===== src/rtl/uart_pkg.sv =====
// rtl/uart_pkg.sv - shared state encoding and baud codes for the UART transmit path
package uart_pkg;

    typedef enum logic [2:0] {
        IDLE   = 3'd0,
        START  = 3'd1,
        DATA   = 3'd2,
        PARITY = 3'd3,
        STOP   = 3'd4
    } uart_state_t;

    localparam logic [2:0] BAUD_1200   = 3'b000;
    localparam logic [2:0] BAUD_2400   = 3'b001;
    localparam logic [2:0] BAUD_4800   = 3'b010;
    localparam logic [2:0] BAUD_9600   = 3'b011;
    localparam logic [2:0] BAUD_19200  = 3'b100;
    localparam logic [2:0] BAUD_38400  = 3'b101;
    localparam logic [2:0] BAUD_57600  = 3'b110;
    localparam logic [2:0] BAUD_115200 = 3'b111;

    localparam int DEFAULT_OVERSAMPLE = 16;

endpackage


===== src/rtl/uart_tick_detect.sv =====
// rtl/uart_tick_detect.sv - turns each level change of the baud sample-enable into a one-cycle tick
module uart_tick_detect (
    input  logic clk,
    input  logic reset,
    input  logic sample_in,
    output logic tick
);

    logic sample_q;

    always_ff @(posedge clk or negedge reset) begin
        if (!reset) begin
            sample_q <= 1'b0;
        end else begin
            sample_q <= sample_in;
        end
    end

    assign tick = sample_in ^ sample_q;

endmodule


===== src/rtl/uart_tx_sequencer.sv =====
// rtl/uart_tx_sequencer.sv - UART transmit frame sequencer with frame-boundary baud switching
module uart_tx_sequencer
    import uart_pkg::*;
#(
    parameter int DATA_BITS  = 8,
    parameter int OVERSAMPLE = DEFAULT_OVERSAMPLE,
    parameter int PARITY_EN  = 1,
    parameter int PARITY_ODD = 0,
    parameter int STOP_BITS  = 1
) (
    input  logic                 clk,
    input  logic                 reset,
    input  logic [2:0]           cfg_baud_select,
    output logic [2:0]           baud_select,
    input  logic                 sample_in,
    input  logic [DATA_BITS-1:0] tx_data,
    input  logic                 tx_valid,
    output logic                 tx_ready,
    output logic                 tx_line,
    output logic                 tx_busy,
    output logic                 tx_done
);

    localparam logic [3:0] TICK_LAST = 4'(OVERSAMPLE - 1);
    localparam logic [2:0] DATA_LAST = 3'(DATA_BITS - 1);
    localparam logic [2:0] STOP_LAST = 3'(STOP_BITS - 1);

    uart_state_t          state, state_d;
    logic [3:0]           tick_cnt, tick_cnt_d;
    logic [2:0]           bit_cnt, bit_cnt_d;
    logic [DATA_BITS-1:0] shift, shift_d;
    logic                 parity, parity_d;
    logic [2:0]           baud_select_d;
    logic                 tx_line_d, tx_ready_d, tx_busy_d, tx_done_d;
    logic                 tick, accept, bit_end;

    uart_tick_detect u_tick_detect (
        .clk       (clk),
        .reset     (reset),
        .sample_in (sample_in),
        .tick      (tick)
    );

    assign accept  = tx_valid & tx_ready;
    assign bit_end = tick && (tick_cnt == TICK_LAST);

    always_comb begin
        state_d       = state;
        tick_cnt_d    = tick_cnt;
        bit_cnt_d     = bit_cnt;
        shift_d       = shift;
        parity_d      = parity;
        baud_select_d = baud_select;
        tx_done_d     = 1'b0;

        if (state != IDLE && tick) begin
            tick_cnt_d = bit_end ? 4'd0 : tick_cnt + 4'd1;
        end

        case (state)
            IDLE: begin
                // Ticks seen while idle (including the tx_done cycle) never carry into a frame.
                tick_cnt_d = 4'd0;
                bit_cnt_d  = 3'd0;
                if (accept) begin
                    state_d  = START;
                    shift_d  = tx_data;
                    parity_d = (^tx_data) ^ (PARITY_ODD != 0);
                end else begin
                    baud_select_d = cfg_baud_select;
                end
            end
            START: begin
                if (bit_end) begin
                    state_d   = DATA;
                    bit_cnt_d = 3'd0;
                end
            end
            DATA: begin
                if (bit_end) begin
                    shift_d   = shift >> 1;
                    bit_cnt_d = bit_cnt + 3'd1;
                    if (bit_cnt == DATA_LAST) begin
                        bit_cnt_d = 3'd0;
                        state_d   = (PARITY_EN != 0) ? PARITY : STOP;
                    end
                end
            end
            PARITY: begin
                if (bit_end) begin
                    state_d   = STOP;
                    bit_cnt_d = 3'd0;
                end
            end
            STOP: begin
                if (bit_end) begin
                    if (bit_cnt == STOP_LAST) begin
                        state_d   = IDLE;
                        bit_cnt_d = 3'd0;
                        tx_done_d = 1'b1;
                    end else begin
                        bit_cnt_d = bit_cnt + 3'd1;
                    end
                end
            end
            default: state_d = IDLE;
        endcase

        // Outputs are derived from the next state so the registered line changes with the state.
        tx_ready_d = (state_d == IDLE);
        tx_busy_d  = (state_d != IDLE);
        case (state_d)
            START:   tx_line_d = 1'b0;
            DATA:    tx_line_d = shift_d[0];
            PARITY:  tx_line_d = parity_d;
            default: tx_line_d = 1'b1;
        endcase
    end

    always_ff @(posedge clk or negedge reset) begin
        if (!reset) begin
            state       <= IDLE;
            tick_cnt    <= 4'd0;
            bit_cnt     <= 3'd0;
            shift       <= '0;
            parity      <= 1'b0;
            baud_select <= BAUD_1200;
            tx_line     <= 1'b1;
            tx_ready    <= 1'b0;
            tx_busy     <= 1'b0;
            tx_done     <= 1'b0;
        end else begin
            state       <= state_d;
            tick_cnt    <= tick_cnt_d;
            bit_cnt     <= bit_cnt_d;
            shift       <= shift_d;
            parity      <= parity_d;
            baud_select <= baud_select_d;
            tx_line     <= tx_line_d;
            tx_ready    <= tx_ready_d;
            tx_busy     <= tx_busy_d;
            tx_done     <= tx_done_d;
        end
    end

endmodule

===== config.mk =====
export PLATFORM = sky130hd
export DESIGN_NAME = uart_tx_sequencer
export DESIGN_NICKNAME = d
export VERILOG_FILES = /design/src/rtl/uart_pkg.sv /design/src/rtl/uart_tick_detect.sv /design/src/rtl/uart_tx_sequencer.sv
export SDC_FILE = /design/constraint.sdc
export NUM_CORES = 1
export LEC_CHECK = 0
export CAP_MARGIN = 20
export CORE_MARGIN = 5
export CORE_UTILIZATION = 40
export CTS_CLUSTER_SIZE = 30
export DETAILED_ROUTE_END_ITERATION = 8
export PLACE_DENSITY = 0.62
export SLEW_MARGIN = 0
export SYNTH_ARGS = -nofsm -noshare
export SYNTH_HDL_FRONTEND = slang
export SYNTH_SLANG_ARGS = --single-unit
export TNS_END_PERCENT = 20

===== constraint.sdc =====
create_clock -name clk -period 2.1 [get_ports clk]
set_input_delay 0.21 -clock clk [delete_from_list [all_inputs] [get_ports clk]]
set_output_delay 0.21 -clock clk [all_outputs]
set_load 0.05 [all_outputs]

# ---- Word level (Yosys, flattened, before mapping)
# Cells that the tools add are included.
dict set report op_classes {
  add_sub_neg 2
  eq_ne 13
  reduce_logical 15
  mux 26
  bitwise 3
}
# op n
set op_table {}
lappend op_table {{3-bit 2-to-1 mux} 12}
lappend op_table {{8-bit 2-to-1 mux} 2}
lappend op_table {{8-bit one-hot mux with 2 select lines} 1}
lappend op_table {{3-bit one-hot mux with 5 select lines} 1}
lappend op_table {{3-bit by 2-bit equality test with 1-bit output, second input constant} 4}
lappend op_table {{4-bit 2-to-1 mux} 3}
lappend op_table {{3-bit one-hot mux with 4 select lines} 1}
lappend op_table {{3-bit logical NOT} 3}
lappend op_table {{8-bit XOR reduction} 1}
lappend op_table {{3-bit by 1-bit equality test with 1-bit output, second input constant} 2}
lappend op_table {{3-bit equality test, second input constant} 2}
lappend op_table {{2-bit != test, second input constant} 3}
lappend op_table {{3-bit nonzero test} 2}
lappend op_table {{1-bit 2-to-1 mux} 5}
lappend op_table {{4-bit by 1-bit adder with 4-bit output, second input constant} 1}
lappend op_table {{4-bit equality test, second input constant} 1}
lappend op_table {{4-bit AND reduction} 1}
lappend op_table {{2-bit nonzero test} 2}
lappend op_table {{4-bit nonzero test} 1}
lappend op_table {{3-bit by 1-bit adder with 3-bit output, second input constant} 1}
lappend op_table {{1-bit one-hot mux with 3 select lines} 1}
lappend op_table {{3-bit AND reduction} 1}
lappend op_table {{1-bit logical AND} 2}
lappend op_table {{2-bit by 1-bit != test with 1-bit output, second input constant} 1}
lappend op_table {{5 further kinds} 5}
dict set report totals {
  output_inout_bits 7
  in_bits 15
  elab_cells 71
  regBits 27
}

# ---- Depth between registers and ports, before layout
dict set report logic_depth {
  ltp_word 6
  depth_mapped 7
  depth_no_buf 6
}

# ---- Hierarchy
# From an unflattened synthesis, not the netlist that was laid out.
dict set report hier_totals {
  cells_unflattened 132
  hier_area_um2 1368.8
}
# module area_each_um2 seq_area_each_um2 n_inst cells_per_inst
set modules_own_cells {}
lappend modules_own_cells {uart_tx_sequencer 1335.0 651.9 1 130}
lappend modules_own_cells {uart_tick_detect 33.8 25.0 1 2}

# ---- Worst setup path before layout
# OpenSTA, ideal clock, no wires.
dict set report synth_path {
  kind {reg-to-reg}
  from {register tick_cnt[0]}
  to {register tx_line}
  stages_incl_launch_ff 7
  t_arrival_ns 1.761
  path_buffers 0
  synth_period_minus_slack_ns 1.844
  required_time_ns 2.017
  setup_time_ns 0.083
  setup_slack_ns 0.256
  path_cell_list {dfrtp_1 -> ha_1 -> nand3_1 -> nor3b_1 -> mux2_2 -> and3b_2 -> o32a_1}
}
dict set report synth_between {
  elab_chain_len 6
  word_cells_on_any_way 13
  cone_classes {eq/ne: 4; mux: 8; reduce/logical: 1}
}
# element line_no
set synth_rtl {}
lappend synth_rtl {{start, declared} uart_tx_sequencer.sv:29} ;# logic [3:0] tick_cnt, tick_cnt_d;
lappend synth_rtl {{start signal, assigned} uart_tx_sequencer.sv:134} ;# tick_cnt <= tick_cnt_d;
lappend synth_rtl {{4-bit equality test *} uart_tx_sequencer.sv:45} ;# assign bit_end = tick && (tick_cnt == TICK_LAST);
lappend synth_rtl {{1-bit logical AND *} uart_tx_sequencer.sv:45}
lappend synth_rtl {{3-bit 2-to-1 mux (on tied branches)} n/a}
lappend synth_rtl {{3-bit one-hot mux with 5 select lines *} uart_tx_sequencer.sv:60} ;# case (state)
lappend synth_rtl {{via state_d[1]} uart_tx_sequencer.sv:28} ;# uart_state_t state, state_d;
lappend synth_rtl {{3-bit by 2-bit equality test with 1-bit output or 3-bit by 1-bit equality test with 1-bit output (tied branches)} uart_tx_sequencer.sv:112} ;# case (state_d)
lappend synth_rtl {{1-bit one-hot mux with 3 select lines *} uart_tx_sequencer.sv:112}
lappend synth_rtl {{via tx_line_d} uart_tx_sequencer.sv:34} ;# logic tx_line_d, tx_ready_d, tx_busy_d, tx_done_d;
lappend synth_rtl {{end signal, assigned} uart_tx_sequencer.sv:139} ;# tx_line <= tx_line_d;
lappend synth_rtl {{end, declared} uart_tx_sequencer.sv:19} ;# output logic tx_line,
# The timed path passes the listed nets; every way through them passes the cells marked *. The select of a mux whose other input is x is not followed.
# A chain may end at the register's enable or synchronous reset.

# ---- Worst setup path after layout
# Same ends and word-level chain as after synthesis.

==> qor.yml <==
run_status:
  status: "completed"
setup_path:
  r2r_end: "tx_line"
  r2r_start: "tick_cnt[0]"
  cp_data_arrival_time_ns: 2.19
  critPathKind: "register to register"
  required_ns: 2.37
  endpoint_kind: "register"
  r2r_slack_ns: 0.17
  reg2regPathDepth: 6
  cp_max_fo: 7
  setup.worst_path.start: "tick_cnt[0]"
  start_kind: "register"
clock_network:
  cts-hold-fix-buffers: 0
  clk_path_buf_depth: 2
  insertion_delay_ns: 0.32
  clkTransAtPathRegs_ns: 0.14
  cts.sinks: 27
  cts.htree.levels: 1
  post_cts_resized: 0
  cts-root-buf: "clkbuf_4"
  post_cts_buffers: 0
  numCtsBuffers: 3
  cts_tree: "done"
placement:
  place_hpwl_um: 2245
  placed_area_um2: 1695
  numPortBuffers: 21
  place_inst: 203
  gp_congestion: 0.7848
  pre_cts_slack_ns: -0.01845
die:
  die_y_um: 70.21
  core-area_um2: 3416
  io_pins: 22
  die-area_um2: 4929
  die_w_um: 70.21
  rows: 21
  initial_utilization: 0.4245
detailed_routing:
  drtPass1Iterations: 4
  ant_nets: 0
  wl_per_cell_um: 14.17
  drt-total-wl_um: 2933
  vias: 1111
  drc: 0
  viasPerCell: 5.367
  drt_iter0_markers: 85
timing:
  period_share: 0.9177
  worstMarginPinSlew_ns: 0.5084
  finalClockSkew_ns: 0.009568
  fin_crit_ns: 1.927
  timing.final.max_slew_violations: 0
  final_hold_viol_count: 0
  setup_ws_ns: 0.1729
  setup_viol: 0
  maxClockFrequency_mhz: 518.9
  relSlewSlack: 0.6600
  fin_setup_tns_ns: 0
  rsz0062_at_grt: "false"
yosys:
  syn-num-nets: 155
  syn_inst: 136
  ys.flop_type: "dfrtp_1"
  synth_edf_count: 0
  synth_top_area_frac: 0.4487
  synth_fa_ha_area_frac: 0.03451
  synth-xor-area-share: 0.07161
  synth_compound_area_frac: 0.1674
  synth_most_common_cell: "dfrtp_1"
  async_flop_share: 1.000
  synth_cell_types: 43
  yosysWarnings: 0
  synth-simple-area-share: 0.1458
  muxShareOfSynthArea: 0.03106
  synthTopCellsByArea: "dfrtp_1 (45%), xnor2_1 (4.8%), a222oi_1 (4.1%)"
  ys_ff_latch: 27
  syn_area_um2: 1450
  syn_area_per_cell_um2: 10.66
  yosysSeqAreaShare: 0.4668
  ys_top_cells_by_count: "dfrtp_1 (26), inv_1 (12), nor2_1 (11), nand2_1 (8), xnor2_1 (8)"
  synth_top_area_cell: "dfrtp_1"
  synth_top_family_by_area: "compound AO/OA/AOI/OAI gates"
cells_and_area:
  drive_gt1_frac: 0.1739
  design_area_um2: 1727
  diodes: 0
  finalNetCount: 181
  area_delta_synth_final_pct: 19.07
  utilization: 0.5055
  final_cells: 207
grt:
  grt_overflow: 0
  grt_max_degree: 28
  grt_pass1_vias: 1131
  antenna_found_initial: 0
  grt_util_all_layers: 0.1306
  grt_pass1_wl_um: 5257
power_and_ir_drop:
  p_per_area_nw_per_um2: 1013
  cellLeakagePower_nw: 0.7530
  vdd_drop_max_mv: 0.6345
flow_run:
  drv_cap: 0
hold_path:
  min_path_type: "input pin to async pin"
how the worst max path moves through the flow:
stage / to / slack [ns] / cells past startpoint
after floorplan: tx_line / 0.26 / 6
after global placement: tx_line / 0.009 / 6
after detailed placement: tx_line / -0.02 / 6
after CTS: tx_line / 0.10 / 6
after global routing: tx_line / 0.05 / 7
final: tx_line / 0.17 / 6
kinds of logic (layout without fill, tap and decap cells):
group                    Yosys count  after routing
AO/OA/AOI/OAI                     32             32
XOR/XNOR                          11             11
buffers and inverters             19             44
flip-flops                        27             27
adder cells (fa/ha/maj)            4              4
AND/OR/NAND/NOR                   39             39
multiplexers                       4              4
placed cells by master (no fill, tap or decap), types with 2 or more instances in the layout:
cell type        count
dfrtp_1             26
clkdlybuf4s50_1     21
inv_1               12
nor2_1              11
nand2_1              8
xnor2_1              8
a21oi_1              7
buf_4                7
a222oi_1             6
nor3_1               5
o21ai_0              5
mux2_2               4
ha_1                 4
clkbuf_4             3
xor2_1               2
nand2b_1             2
nand3_1              2
a211oi_1             2
a221oi_1             2
registers in the layout, summed over array words and instances, names as in the netlist:
| name | cells |
|---|---|
| baud_select | 3 |
| tick_cnt | 4 |
| u_tick_detect.sample_q | 1 |
| parity | 1 |
| tx_busy | 1 |
| tx_done | 1 |
| bit_cnt | 3 |
| shift | 8 |
| tx_line | 1 |
| tx_ready | 1 |
| state | 3 |
layout make-up:
cell class | instances | area [um^2]
fill | 332 | 1689
sequential | 27 | 676.9
multi-input combinational | 90 | 658.1
timing repair buffer | 28 | 262.8
tap | 46 | 57.56
inverter | 12 | 45.04
clock buffer | 4 | 26.28
layer usage:
metal  track usage  share of wire
met1        0.1682           0.45
met2        0.2130           0.49
met3       0.03587          0.045
met4       0.04043         0.0075
met5             0              0
power breakdown:
| part | internal [W] | leakage, nW | switching (W) |
|---|---|---|---|
| combinational | 0.000304 | 0.401 | 0.000396 |
| clock | 0.0000743 | 0.0150 | 0.000144 |
| sequential | 0.000697 | 0.337 | 0.000134 |
metrics by stage:
stage          hold WS [ns]  power [W]
2_1_floorplan      -0.08559   0.001309
4_1_cts              0.2414   0.001770
3_3_place_gp         0.4813   0.001515
5_1_grt              0.2465   0.001872
6_report             0.2375   0.001749
3_5_place_dp         0.4839   0.001543
worst max-delay path, stage by stage (launching register included):
cell and delay [ns]:
dfrtp_1 0.42, ha_1 0.20, nand3_2 0.14, nor3b_1 0.37, mux2_2 0.40, and3b_2 0.19, o32a_1 0.17
Power figures use the tool's default switching activity.
